[src/rtl/tcdm_rr_arbiter.sv]
// Round-robin arbiter sharing one TCDM port among NR requesters, in-order response routing.
// Optional per-requester stall counters are enabled with `define TCDM_ARB_PERF_EN.
module tcdm_rr_arbiter #(
    parameter int unsigned NR              = 3,
    parameter int unsigned AW              = 32,
    parameter int unsigned DW              = 32,
    parameter int unsigned MAX_OUTSTANDING = 4
) (
    input  logic                         clk_i,
    input  logic                         rst_ni,
    input  logic [NR-1:0]                req_i,
    input  logic [NR-1:0][AW-1:0]        add_i,
    input  logic [NR-1:0]                wen_i,
    input  logic [NR-1:0][DW/8-1:0]      be_i,
    input  logic [NR-1:0][DW-1:0]        data_i,
    output logic [NR-1:0]                gnt_o,
    output logic [NR-1:0][DW-1:0]        r_data_o,
    output logic [NR-1:0]                r_valid_o,
    output logic                         mem_req_o,
    output logic [AW-1:0]                mem_add_o,
    output logic                         mem_wen_o,
    output logic [DW/8-1:0]              mem_be_o,
    output logic [DW-1:0]                mem_data_o,
    input  logic                         mem_gnt_i,
    input  logic [DW-1:0]                mem_r_data_i,
    input  logic                         mem_r_valid_i,
    output logic                         err_o
`ifdef TCDM_ARB_PERF_EN
    ,
    output logic [NR-1:0][31:0]          stall_cnt_o
`endif
);

    localparam int unsigned IW = (NR > 1) ? $clog2(NR) : 1;
    localparam int unsigned PW = (MAX_OUTSTANDING > 1) ? $clog2(MAX_OUTSTANDING) : 1;
    localparam int unsigned CW = $clog2(MAX_OUTSTANDING + 1);

    logic [IW-1:0] rr_q;
    logic [IW-1:0] winner;
    logic          found;
    logic          accept;
    logic          push;
    logic          pop;
    logic          fifo_full;
    logic          fifo_empty;
    logic [IW-1:0] head;
    logic [PW-1:0] wr_ptr_q;
    logic [PW-1:0] rd_ptr_q;
    logic [CW-1:0] count_q;
    logic [IW-1:0] fifo_q [MAX_OUTSTANDING];
    logic          err_q;

    function automatic logic [PW-1:0] ptr_inc(input logic [PW-1:0] p);
        return (p == PW'(MAX_OUTSTANDING - 1)) ? '0 : p + 1'b1;
    endfunction

    // Scan from rr_q upward; candidate index stays below 2*NR so one subtract wraps it.
    always_comb begin
        int unsigned   idx;
        logic [IW-1:0] cand;
        winner = '0;
        found  = 1'b0;
        idx    = 0;
        cand   = '0;
        for (int unsigned k = 0; k < NR; k++) begin
            idx = 32'(rr_q) + k;
            if (idx >= NR) idx = idx - NR;
            cand = IW'(idx);
            if (!found && req_i[cand]) begin
                found  = 1'b1;
                winner = cand;
            end
        end
    end

    assign fifo_full  = (count_q == CW'(MAX_OUTSTANDING));
    assign fifo_empty = (count_q == '0);
    assign mem_req_o  = (|req_i) & ~fifo_full;
    assign accept     = mem_req_o & mem_gnt_i;
    assign push       = accept;
    assign pop        = mem_r_valid_i & ~fifo_empty;
    assign head       = fifo_q[rd_ptr_q];
    assign err_o      = err_q;

    assign mem_add_o  = found ? add_i[winner]  : '0;
    assign mem_wen_o  = found ? wen_i[winner]  : 1'b0;
    assign mem_be_o   = found ? be_i[winner]   : '0;
    assign mem_data_o = found ? data_i[winner] : '0;

    always_comb begin
        gnt_o = '0;
        if (accept) gnt_o[winner] = 1'b1;
    end

    for (genvar i = 0; i < NR; i++) begin : g_resp
        assign r_valid_o[i] = pop & (head == IW'(i));
        assign r_data_o[i]  = mem_r_data_i;
    end

    always_ff @(posedge clk_i or negedge rst_ni) begin
        if (!rst_ni) begin
            rr_q     <= '0;
            wr_ptr_q <= '0;
            rd_ptr_q <= '0;
            count_q  <= '0;
            err_q    <= 1'b0;
        end else begin
            if (accept) begin
                rr_q <= (winner == IW'(NR - 1)) ? '0 : winner + 1'b1;
            end
            if (push) wr_ptr_q <= ptr_inc(wr_ptr_q);
            if (pop)  rd_ptr_q <= ptr_inc(rd_ptr_q);
            if (push && !pop)      count_q <= count_q + 1'b1;
            else if (!push && pop) count_q <= count_q - 1'b1;
            if (mem_r_valid_i && fifo_empty) err_q <= 1'b1;
        end
    end

    always_ff @(posedge clk_i or negedge rst_ni) begin
        if (!rst_ni) begin
            for (int unsigned k = 0; k < MAX_OUTSTANDING; k++) fifo_q[k] <= '0;
        end else if (push) begin
            fifo_q[wr_ptr_q] <= winner;
        end
    end

`ifdef TCDM_ARB_PERF_EN
    logic [NR-1:0][31:0] stall_q;

    for (genvar i = 0; i < NR; i++) begin : g_perf
        always_ff @(posedge clk_i or negedge rst_ni) begin
            if (!rst_ni) begin
                stall_q[i] <= '0;
            end else if (req_i[i] && !gnt_o[i] && (stall_q[i] != 32'hFFFF_FFFF)) begin
                stall_q[i] <= stall_q[i] + 32'd1;
            end
        end
    end

    assign stall_cnt_o = stall_q;
`endif

endmodule
[config.mk]
export PLATFORM = sky130hd
export DESIGN_NAME = tcdm_rr_arbiter
export DESIGN_NICKNAME = d
export VERILOG_FILES = /design/src/rtl/tcdm_rr_arbiter.sv
export SDC_FILE = /design/constraint.sdc
export NUM_CORES = 1
export LEC_CHECK = 0
export ABC_AREA = 1
export CAP_MARGIN = 30
export CORE_AREA = 2 2 163 165
export CTS_CLUSTER_SIZE = 14
export DETAILED_ROUTE_END_ITERATION = 10
export DIE_AREA = 0 0 165 167
export PLACE_DENSITY = 0.46
export SYNTH_ARGS = -nofsm -noshare
export SYNTH_HDL_FRONTEND = slang
export SYNTH_SLANG_ARGS = --single-unit
[constraint.sdc]
create_clock -name clk_i -period 1.9 [get_ports clk_i]
set_input_delay 0.285 -clock clk_i [delete_from_list [all_inputs] [get_ports clk_i]]
set_output_delay 0.285 -clock clk_i [all_outputs]
set_load 0.01 [all_outputs]
### After elaboration in Yosys (flattened, before gate mapping)

Index checks and enable logic that the tools add are counted.

* output and inout port bits: 173
* bits in registers: 18
* bits of input ports: 246
* word-level logic and storage cells: 102

* add/subtract/negate cells: 10
* $lt $le $gt $ge: 11
* mux-type cells: 41
* eq/ne operators: 6
* bitwise logic cells: 10
* reductions and logical operators: 15

Operators by type and width (count)
* $bmux W32 S2: 2
* $mux W32: 4
* $mux W2: 12
* $lt A2 B3 Y1 const B: 4
* $mux W1: 9
* $mux W3: 3
* $bmux W1 S2: 4
* $bmux W4 S2: 1
* $bwmux W8: 1
* $eq A2 B2 Y1 const B: 4
* $mux W4: 2
* $logic_and A1 B1 Y1: 7
* $add A2 B1 Y2 const B: 3
* $and A1 B1 Y1: 6
* $ge A3 B2 Y1 const B: 2
* $ge A3 B3 Y1 const B: 2
* $not A2 Y3: 2
* $sub A2 B2 Y2 const B: 3
* $bmux W2 S2: 1
* $demux W2 S2: 1
* $logic_not A1 Y1: 4
* $add A2 B1 Y3 const B: 1
* $add A2 B2 Y3 const B: 1
* $add A3 B1 Y3 const B: 1
* 12 further kinds: 13

### Logic depth before layout (Yosys ltp)

Gate-level depths: netlist (run 1).

* depth in word-level cells: 16
* depth in mapped cells: 15
* mapped depth without buffers: 14

### Worst setup path after synthesis (run 1)

Ideal clock, no wire load.

* path kind: register -> output
* from: register rr_q[0]
* to: output port mem_be_o[0]
* stages on the path, launching flop included: 13
* slack: -0.256 ns
* arrival: 1.871 ns
* cell sequence: dfrtp_1 inv_1 ha_1 nand2_1 nor2_1 a21oi_4 nand4_4 buf_2 buf_4 nand3_1 nand2_1 nand2_1 a21oi_1

* longest elaborated chain between the ends: 14
* elaborated cells on any way between the ends: 30
* those cells by class: add/sub: 5; order compare: 3; mux: 18; reduce/logical: 4

RTL lines
* start: declaration: line 38 `logic [IW-1:0] rr_q;`
* start signal: assignment: line 109 `rr_q <= (winner == IW'(NR - 1)) ? '0 : winner + 1'b1;`
* branches (longest 13 deep; another with $add A2 B1 Y3)
* $mux W4 *: line 87 `assign mem_be_o = found ? be_i[winner] : '0;`
* end: declaration: line 22 `output logic [DW/8-1:0] mem_be_o,`

Every way passes the cells marked *. The select of a mux whose other input is x is not followed.

### Worst setup path after layout (run 1)

* from: register rr_q[1]
* to: output port mem_add_o[31]

* longest elaborated chain between the ends: 14
* elaborated cells on any way between the ends: 30
* those cells by class: add/sub: 5; order compare: 3; mux: 18; reduce/logical: 4

RTL lines
* branches (longest 13 deep; another with $add A2 B1 Y3)
* $mux W32 *: line 85 `assign mem_add_o = found ? add_i[winner] : '0;`
* end: declaration: line 20 `output logic [AW-1:0] mem_add_o,`

Marked as above.

==> reports/results.ini, run 1 <==
[flow_run]
cap_violations=0

[grt]
grt.overflow.total=0
gr-usage-all-layers_pct=15.4
grt_pass1_vias=5369
antenna_found_initial=1
grt_pass1_wl_microns=32100
grt_max_degree=28

[sta]
rsz0062_at_grt=yes
period_minus_slack_ns=2.75
final.setup.tns_ns=-54.34
slew_violations=0
clock_skew_ns=0.00160
slew_headroom_pct=77.7
hold_viol=0
fmaxAchievable_mhz=364
setup_ws_ns=-0.847
finalSetupViolCount=78
tightest_slew_ns=0.334
hold-worst-slack_ns=0.370
finalCritPeriodShare_pct=145

[worst_setup_path]
critPathMaxFanout=7
crit_slowest_cell=dfrtp_1
path_class=flip-flop to output port
critPathTopFamily=buffers and inverters
crit_required_ns=1.62
crit_cells=16
crit_path_end_kind=output port
worstPathArrival_ns=2.46
cpMostUsedCell=nand2_2
startpoint_type=flip-flop
path_cells=buf_6, ha_4, nand2_4, nor2_4, nand2_2, nand2_2, inv_4, buf_12, nand2_8, buf_12, buf_16, nand2_4, nand2_2, nand2_2, a21oi_2, buf_2
path_buf_inv=6
reg2reg_depth=16
critPathMaxStageDelay_ns=0.40

[power_and_ir_drop]
p_int_mw=9.38
power_density_nw_per_um2=2260
p_leak_nw=3.91
netSwitchingPower_mw=9.88
clockPowerShare_pct=2.4
seqPwrFrac_pct=3.9
ir_worst_vdd_mv=0.990
power_frac_comb_pct=93.7
p_sw_share_pct=51.3

[die]
io_pins=419
core_area_sq_um=25800
die_x_microns=165
fp.dieH_microns=167
die_area_sq_um=27600
start_util_pct=15.1
rows=59

[synthesis]
seq_area_frac_synth_pct=11.5
syn_area_sq_um=3900
syn_area_per_cell_sq_um=5.53
synth-edff-count=0
synth_top_area_cell=nand2_1
yosysWarnings=0
netlist.area_leader.share_pct=28.5
syn_nets=963
synth.distinct_cells=31
synth-main-ff-cell=dfrtp_1
yosysMostFrequentCell=nand2_1
synth.area.top_cells=nand2_1, buf_4, dfrtp_1
yosys-top-cells-count=nand2_1, buf_4, a21oi_1, nand3_1, inv_1
async_flop_share_pct=100
syn_inst=706
ys_ff_latch=18

[clocking]
ctsLongestPathBuffers=2
clock-root-buffer=clkbuf_16
cts_buffers=3
clock_latency_ns=0.24
numClockSinks=18
cts_tree=yes
htreeDepth=1
cts_hold_buf=0
clkTransAtPathRegs_ns=0.05

[drt]
ant_nets=0
post-route-drc-count=0
route.vias.total=5467
vias_per_cell=4.21
drt_wl_total_microns=23800
drtIter0Drc=202
drtPass1Iterations=4
wl_per_cell_microns=18.3

[place]
globalplace.congestion=0.801
dp_hpwl_microns=14600
numPortBuffers=290
place_inst=1239
place_ws_ns=-1.17

[cells_and_area]
syn2layout_area_growth_pct=119
final-instance-count-excl-fill=1299
layout.nets=1222
diodes=0
drive_gt1_share_pct=44.2

[hold_path]
hp-class=input port to asynchronous set/reset pin

[status]
status=finished with violations
violations=setup timing

[through the flow]
| stage | power, mW | cell area [sq um] | util [%] |
|---|---|---|---|
| 2_1_floorplan | 8.73 | 4270 | - |
| 3_3_place_gp | 15.2 | 7070 | 27.5 |
| 3_5_place_dp | 15.1 | 7070 | 27.5 |
| 4_1_cts | 17.6 | 7790 | 30.2 |
| 5_1_grt | 20.8 | 8520 | 33.1 |
| 6_report | 19.3 | 8520 | 33.1 |
[power groups by stage]
| stage | clock network, mW | registers (mW) | logic (mW) |
|---|---|---|---|
| 6_report | 0.457 | 0.750 | 18.1 |
| 5_1_grt | 0.484 | 0.773 | 19.5 |
| 4_1_cts | 0.475 | 0.740 | 16.4 |
| 3_5_place_dp | 0 | 0.733 | 14.4 |
| 3_3_place_gp | 0 | 0.737 | 14.5 |
| 2_1_floorplan | 0 | 0.717 | 8.01 |
[metal layers]
metal | vias to the layer above | share of wire, % | global-route usage (%)
met5 | - | 0 | 0
met3 | 28 | 7.0 | 2.52
met2 | 232 | 49 | 27.7
li1 | 2685 | - | -
met1 | 2522 | 43 | 19.2
met4 | 0 | 1.5 | 3.14
[placed cells by master (no fill, tap or decap), types with 3 or more instances in the layout]
cell type | netlist | routed
buf_4 | 110 | 41
buf_16 | 0 | 10
nand2_2 | 5 | 83
inv_2 | 8 | 9
nand2_4 | 1 | 29
dlygate4sd2_1 | 0 | 7
ha_1 | 10 | 6
clkdlybuf4s50_1 | 0 | 210
nand3_4 | 0 | 7
buf_6 | 2 | 15
o21ai_1 | 2 | 3
nand2_1 | 296 | 189
a21oi_1 | 81 | 13
nand3_1 | 79 | 49
nand3_2 | 1 | 24
buf_2 | 15 | 71
nor2_4 | 0 | 3
o21ai_0 | 6 | 5
ha_4 | 0 | 4
buf_8 | 0 | 6
clkbuf_16 | 0 | 10
a21oi_2 | 0 | 68
nor2_1 | 21 | 17
inv_4 | 0 | 4
buf_12 | 0 | 26
dfrtp_1 | 18 | 16
inv_1 | 22 | 16
[registers in the layout (all words and copies together) (netlist names)]
name	cells
count_q	3
rr_q	2
rd_ptr_q	2
err_o	1
fifo_q	8
wr_ptr_q	2
[worst paths after layout]
check	start	to	slack (ns)
min in group clk_i	err_o	err_o	0.49
max reg2reg	rr_q[1]	rr_q[1]	-0.27
max in group asynchronous	rst_ni	rr_q[0]	1.31
min reg2reg	err_o	err_o	0.49
min	rst_ni	fifo_q[3]	0.37
max	rr_q[1]	mem_add_o[31]	-0.85
[area by class of cell]
type / instances / area [sq um]
clock buffer: 4 / 88.8
fill: 2797 / 17200
multi-input combinational: 519 / 3380
tap: 335 / 419
sequential: 18 / 453
timing repair buffer: 393 / 4060
inverter: 30 / 130
[logic make-up after synthesis]
group | after synthesis | share of synthesized area [%]
and+or+nand+nor | 410 | 43.4
buffers and inverters | 169 | 27.7
AOI/OAI and AO/OA | 96 | 13.2
DFF | 18 | 11.5
adders and majority gates | 11 | 3.72
xor gates and xnor gates | 2 | 0.449
[timing repair]
action	4_1_cts	5_1_grt
resized for setup	380	165
endpoints found under the hold margin	0	0
pin swaps	20	72
gates cloned	14	8
buffers inserted	28	13
endpoints found under the setup margin	84	85
Note: power is estimated with default switching activity, not from simulation.
==> run 2: changes to the inputs <==
==> config.mk (replaced) <==
export PLATFORM = sky130hd
export DESIGN_NAME = tcdm_rr_arbiter
export DESIGN_NICKNAME = d
export VERILOG_FILES = /design/src/rtl/tcdm_rr_arbiter.sv
export SDC_FILE = /design/constraint.sdc
export NUM_CORES = 1
export LEC_CHECK = 0
export CAP_MARGIN = 30
export CORE_AREA = 2 2 165 167
export CTS_CLUSTER_SIZE = 14
export DETAILED_ROUTE_END_ITERATION = 10
export DIE_AREA = 0 0 167 169
export PLACE_DENSITY = 0.49
export SYNTH_ARGS = -nofsm -noshare
export SYNTH_HDL_FRONTEND = slang
export SYNTH_SLANG_ARGS = --single-unit
==> run 2 against run 1 <==
  * Sequential cell count is the same
  * Wire length grew 12%
  * Critical path depth shrank 5
  * Count of clock-buffer cells in the layout is the same
  * Non-clock buffer count grew 88
  * Highest routed layer unchanged
  * Critical endpoint is now mem_data_o[4]
  * Global-route usage grew 0.38 points
  * First-iteration DRC count grew 25%
  * The run still ends with setup timing left
==> reports/results.ini, run 2 <==
[worst_setup_path]
worstPathArrival_ns=2.59  ; +0.13 ns
startpoint_type=flip-flop
r2r_start=rr_q[1]
r2r_end=fifo_q[2]
crit_required_ns=1.62  ; about the same
path_class=flip-flop to output port
rrSetupSlack_ns=-0.50  ; -0.23 ns
path_cells=buf_6, ha_4, and3b_2, a211oi_4, nor2_4, buf_12, buf_16, buf_6, a221oi_4, a21oi_2, buf_2
path_buf_inv=5  ; -1
critPathMaxFanout=8  ; +1
crit_path_end_kind=output port
reg2reg_depth=11  ; -5
critPathTopFamily=buffers and inverters
crit_slowest_cell=dfrtp_1
critPathMaxStageDelay_ns=0.40  ; about the same
cpMostUsedCell=buf_6
crit_cells=11  ; -5

[clocking]
htreeDepth=1  ; unchanged
clock_latency_ns=0.25  ; about the same
clock-root-buffer=clkbuf_16
ctsLongestPathBuffers=2  ; unchanged
cts_buffers=3  ; unchanged
numClockSinks=18  ; unchanged
clkTransAtPathRegs_ns=0.05  ; about the same
cts_tree=yes

[cells_and_area]
reg.largest.list=fifo_q (8), count_q (3)
layout.nets=1274  ; +4.3%
syn2layout_area_growth_pct=113
final_cell_mix=clkdlybuf4s50_1, nand2_1, buf_4
mostFrequentLayoutCell=clkdlybuf4s50_1
regMostFlops=fifo_q
fillerInstances=2680  ; -4.2%
drive_gt1_share_pct=44.6  ; +0.40 points
fin_area_sq_um=10300  ; +21%
largest_register_ff_count=8  ; unchanged
seq_area_sq_um=450  ; -0.55%
multi_input_area_sq_um=4570  ; +35%

[synthesis]
netlist.area_leader.share_pct=15.6  ; -13 points
yosys-top-cells-count=nand2_1, buf_4, o21ai_0, a21oi_1, mux2i_1
syn_inst=691  ; -2.1%
synth.area.top_cells=buf_4, mux2i_1, nand2_1
async_flop_share_pct=100  ; unchanged
seq_area_frac_synth_pct=9.28  ; -2.3 points
syn_area_sq_um=4850  ; +24%
synth.distinct_cells=44  ; +42%
synth_top_area_cell=buf_4
syn_nets=948  ; -1.6%
syn_area_per_cell_sq_um=7.02  ; +27%
yosysWarnings=0  ; unchanged
synth-main-ff-cell=dfrtp_1
yosysMostFrequentCell=nand2_1
ys_ff_latch=18  ; unchanged
synth-edff-count=0  ; unchanged

[power_and_ir_drop]
ir_worst_vdd_mv=0.740  ; -25%
power_density_nw_per_um2=1770  ; -22%
p_leak_nw=4.19  ; +7.2%
power_mw=18.3  ; -5.2%

[flow_run]
cap_violations=0  ; unchanged

[sta]
final.setup.tns_ns=-65.48  ; -11.14 ns
rsz0062_at_grt=yes
tightest_slew_ns=0.413  ; +0.0792 ns
clock_skew_ns=0.00512  ; +0.00352 ns
period_minus_slack_ns=2.88  ; +0.129 ns
setup_ws_ns=-0.976  ; -0.129 ns
fmaxAchievable_mhz=348  ; -4.5%
finalCritPeriodShare_pct=151  ; +6.8 points
slew_headroom_pct=72.2  ; -5.5 points
hold_viol=0  ; unchanged
slew_violations=0  ; unchanged
finalSetupViolCount=84  ; +7.7%

[place]
place_area_sq_um=8670  ; +23%
numPortBuffers=290  ; unchanged
place_ws_ns=-1.27  ; -0.101 ns
dp_hpwl_microns=17500  ; +20%
globalplace.congestion=0.790  ; -1.4%

[grt]
antenna_found_initial=1  ; unchanged
grt_max_degree=33  ; +18%
grt_pass1_wl_microns=36100  ; +12%
grt.overflow.total=0  ; unchanged
gr-usage-all-layers_pct=15.8  ; +0.38 points
grt_pass1_vias=6446  ; +20%

[drt]
route.vias.total=6369  ; +16%
vias_per_cell=4.69  ; +11%
drtPass1Iterations=4  ; unchanged
drt_wl_total_microns=26600  ; +12%
ant_nets=0  ; unchanged
wl_per_cell_microns=19.6  ; +6.9%
post-route-drc-count=0  ; unchanged
drtIter0Drc=252  ; +25%

[die]
die_area_sq_um=28200  ; +2.4%
fp.dieH_microns=169  ; +1.2%
io_pins=419  ; unchanged
rows=60  ; +1.7%
core_area_sq_um=26500  ; +2.9%
die_x_microns=167  ; +1.2%
start_util_pct=18.3  ; +3.2 points

[hold_path]
hp-class=input port to asynchronous set/reset pin

[status]
violations=setup timing
status=finished with violations

[run 2: worst max-delay path by stage]
stage / startpoint / to / slack (ns)
final: rr_q[1] / mem_data_o[4] / -0.98
after global routing: rr_q[0] / mem_add_o[5] / -1.08
after CTS: rr_q[0] / mem_data_o[3] / -1.03
after detailed placement: req_i[1] / mem_add_o[1] / -1.27
after global placement: req_i[1] / mem_data_o[24] / -1.25
after floorplan: rr_q[0] / mem_add_o[25] / -0.40
[run 2: metrics by stage]
stage | cells | hold WS (ns) | utilization (%)
final | 1358 | 0.360 | 39.0
after global routing | 1358 | 0.409 | 39.0
after CTS | 1327 | 0.371 | 35.7
after detailed placement | 1299 | 0.449 | 32.7
after global placement | 1299 | 0.439 | 32.7
after floorplan | 691 | -0.0106 | -
[run 2: report_power, final]
| part | internal (mW) | switching [mW] |
|---|---|---|
| registers | 0.561 | 0.145 |
| logic | 8.67 | 8.42 |
| clock network | 0.321 | 0.150 |
[run 2: logic make-up after synthesis]
kind of cell | Yosys count | synth area share, %
adder cells (fa/ha/maj) | 11 | 2.99
XOR/XNOR | 3 | 0.541
AND/OR/NAND/NOR | 176 | 15.3
multiplexers | 86 | 18.9
buffers and inverters | 168 | 21.6
flip-flops | 18 | 9.28
AO/OA/AOI/OAI | 229 | 31.3
[run 2: final cells by class]
class                   instances  share of cell area [%]
flip-flops and latches         18                    4.36
clock buffers                   4                   0.861
well taps                     341                    4.13
multi-input cells             505                    44.3
inverters                       8                   0.291
diodes                          1                  0.0242
repair buffers                481                    46.0
[run 2: what timing repair did]
item,in CTS,in global routing
buffers inserted,21,19
hold buffers,0,0
pin swaps,68,56
gates resized for setup,435,98
setup endpoints to repair,88,87
gates cloned,5,14
[run 2: per-layer routing]
| layer | global-route usage, % | part of all wire (%) | vias up |
|---|---|---|---|
| li1 | - | - | 3077 |
| met1 | 18.3 | 40 | 2977 |
| met2 | 30.8 | 52 | 287 |
| met3 | 2.43 | 6.0 | 28 |
| met4 | 2.74 | 1.5 | 0 |
| met5 | 0 | 0 | - |
[run 2: worst register-to-register path, delay by kind of cell, from the launching register on]
kind,cells,cell delay [ns]
DFF,1,0.40
adders and majority gates,1,0.29
buffers and inverters,5,0.64
muxes,2,0.47
AOI/OAI and AO/OA,2,0.39
and+or+nand+nor,1,0.09
==> run 3: changes to the inputs <==
==> constraint.sdc (replaced) <==
create_clock -name clk_i -period 1.9 [get_ports clk_i]
set_input_delay 0.285 -clock clk_i [delete_from_list [all_inputs] [get_ports clk_i]]
set_output_delay 0.285 -clock clk_i [all_outputs]
set_load 0.005 [all_outputs]
==> run 3 against run 2 <==
  * The run still ends with setup timing left
  * Critical path depth did not move
  * Clock power shrank 1%
  * Sequential share of layout area rose by 0.10 points
  * Count of clock-buffer cells in the layout is the same
  * Combinational power decreased by 5%
  * Critical path type unchanged
  * Largest cell class is now multi-input combinational cells
  * Largest power group unchanged
==> reports/results.ini, run 3 (synthesis results as in run 2) <==
[drt]
route.vias.total=6283  ; -1.4%
ant_nets=0  ; unchanged
vias_per_cell=4.73  ; +0.80%
wl_per_cell_microns=19.3  ; -1.6%
drtPass1Iterations=4  ; unchanged
drt_wl_total_microns=25600  ; -3.7%
post-route-drc-count=0  ; unchanged
drtIter0Drc=186  ; -26%

[power_and_ir_drop]
power_frac_comb_pct=93.3  ; -0.3 points
netSwitchingPower_mw=8.15  ; -6.4%
p_leak_nw=4.13  ; -1.6%
clockPowerShare_pct=2.7  ; about the same
p_sw_share_pct=46.7  ; -1.0 points
ir_worst_vdd_mv=0.637  ; -14%
p_int_mw=9.30  ; -2.6%
seqPwrFrac_pct=4.0  ; about the same
power_density_nw_per_um2=1720  ; -2.7%

[clocking]
cts_buffers=3  ; unchanged
clkTransAtPathRegs_ns=0.05  ; about the same
clock-root-buffer=clkbuf_16
ctsLongestPathBuffers=2  ; unchanged
htreeDepth=1  ; unchanged
cts_hold_buf=0  ; unchanged
cts_tree=yes
clock_latency_ns=0.25  ; about the same
numClockSinks=18  ; unchanged

[worst_setup_path]
startpoint_type=flip-flop
cpMostUsedCell=buf_6
critPathMaxFanout=7  ; -1
crit_slowest_cell=dfrtp_1
worstPathArrival_ns=2.53  ; -0.06 ns
path_class=flip-flop to output port
critPathTopFamily=buffers and inverters
crit_cells=11  ; unchanged
path_cells=buf_6, ha_4, and3b_2, buf_6, a211oi_4, nor2_4, buf_12, buf_16, a221oi_4, a21oi_2, buf_2
crit_required_ns=1.62  ; about the same
path_buf_inv=5  ; unchanged
crit_path_end_kind=output port
reg2reg_depth=10  ; -1
critPathMaxStageDelay_ns=0.39  ; about the same

[grt]
grt_pass1_wl_microns=36400  ; +0.98%
gr-usage-all-layers_pct=16.1  ; +0.30 points
grt_pass1_vias=6380  ; -1.0%
grt_max_degree=39  ; +18%
antenna_found_initial=0  ; -1
grt.overflow.total=0  ; unchanged

[place]
numPortBuffers=290  ; unchanged
globalplace.congestion=0.812  ; +2.8%
place_area_sq_um=8300  ; -4.2%
dp_hpwl_microns=16600  ; -5.2%

[die]
io_pins=419  ; unchanged
start_util_pct=18.3  ; unchanged
die_x_microns=167  ; unchanged
die_area_sq_um=28200  ; unchanged
core_area_sq_um=26500  ; unchanged
fp.dieH_microns=169  ; unchanged
rows=60  ; unchanged

[cells_and_area]
layout.nets=1246  ; -2.2%
regMostFlops=fifo_q
postLayoutCoreUtil_pct=38.3  ; -0.69 points
mostFrequentLayoutCell=clkdlybuf4s50_1
diodes=0  ; -1
final_cell_mix=clkdlybuf4s50_1, nand2_1, buf_4
largest_register_ff_count=8  ; unchanged
drive_gt1_share_pct=45.9  ; +1.3 points
reg.largest.list=fifo_q (8), count_q (3)
syn2layout_area_growth_pct=109
fin_area_sq_um=10100  ; -1.8%

[sta]
finalSetupViolCount=82  ; -2.4%
hold_viol=0  ; unchanged
setup_ws_ns=-0.918  ; +0.0572 ns
finalCritPeriodShare_pct=148  ; -3.0 points
clock_skew_ns=0.00165  ; -0.00348 ns
slew_headroom_pct=73.8  ; +1.6 points
tightest_slew_ns=0.392  ; -0.0211 ns
slew_violations=0  ; unchanged
period_minus_slack_ns=2.82  ; -0.0572 ns
hold-worst-slack_ns=0.375  ; +0.0156 ns
fmaxAchievable_mhz=355  ; +2.0%
rsz0062_at_grt=yes

[status]
violations=setup timing
status=finished with violations

[hold_path]
hp-class=input port to asynchronous set/reset pin

[flow_run]
cap_violations=0  ; unchanged

## run 3: path summary, 6_finish.rpt
kind                            slack [ns]  startpoint            end
worst max-delay path                 -0.92     rr_q[1]  mem_add_o[11]
worst min-delay path                  0.38      rst_ni      fifo_q[3]
worst max register to register       -0.23     rr_q[1]      fifo_q[4]
worst min register to register        0.45       err_o          err_o
max in group asynchronous             1.31      rst_ni    rd_ptr_q[0]
min in group clk_i                    0.45       err_o          err_o
## run 3: timing repair
item	CTS	global route
pin swaps	27	86
gates cloned	10	6
setup endpoints to repair	88	87
resized for setup	417	164
setup buffers	41	22
## run 3: layout make-up
type | instances | area (sq um)
Fill cell | 2724 | 16400
Multi-Input combinational cell | 505 | 4710
Timing Repair Buffer | 453 | 4430
Sequential cell | 18 | 453
Tap cell | 341 | 427
Clock buffer | 4 | 88.8
Inverter | 8 | 35.0
## run 3: routing by layer
layer  vias up  routed length (microns)  global-route usage (%)
li1       3011                        -                       -
met1      2993                    10400                    18.9
met3        17                     1490                    2.92
met2       262                    13500                    30.9
met4         0                      253                    2.29
met5         -                        0                       0
## run 3: per-stage QoR
step	std cells	setup slack (ns)	power, mW	setup TNS [ns]
after floorplan	691	-0.363	7.39	-21.40
after global placement	1259	-1.22	13.8	-88.31
final	1329	-0.918	17.5	-63.01
after CTS	1314	-0.981	15.9	-66.39
after global routing	1329	-1.05	18.8	-72.99
after detailed placement	1259	-1.33	13.8	-94.40
## run 3: power by group through the flow
stage               sequential [mW]  clock, mW  combinational, mW
finish                        0.706      0.465               16.3
CTS                           0.698      0.473               14.8
detailed placement            0.701          0               13.1
global route                  0.740      0.497               17.5
floorplan                     0.683          0               6.70
global placement              0.698          0               13.1
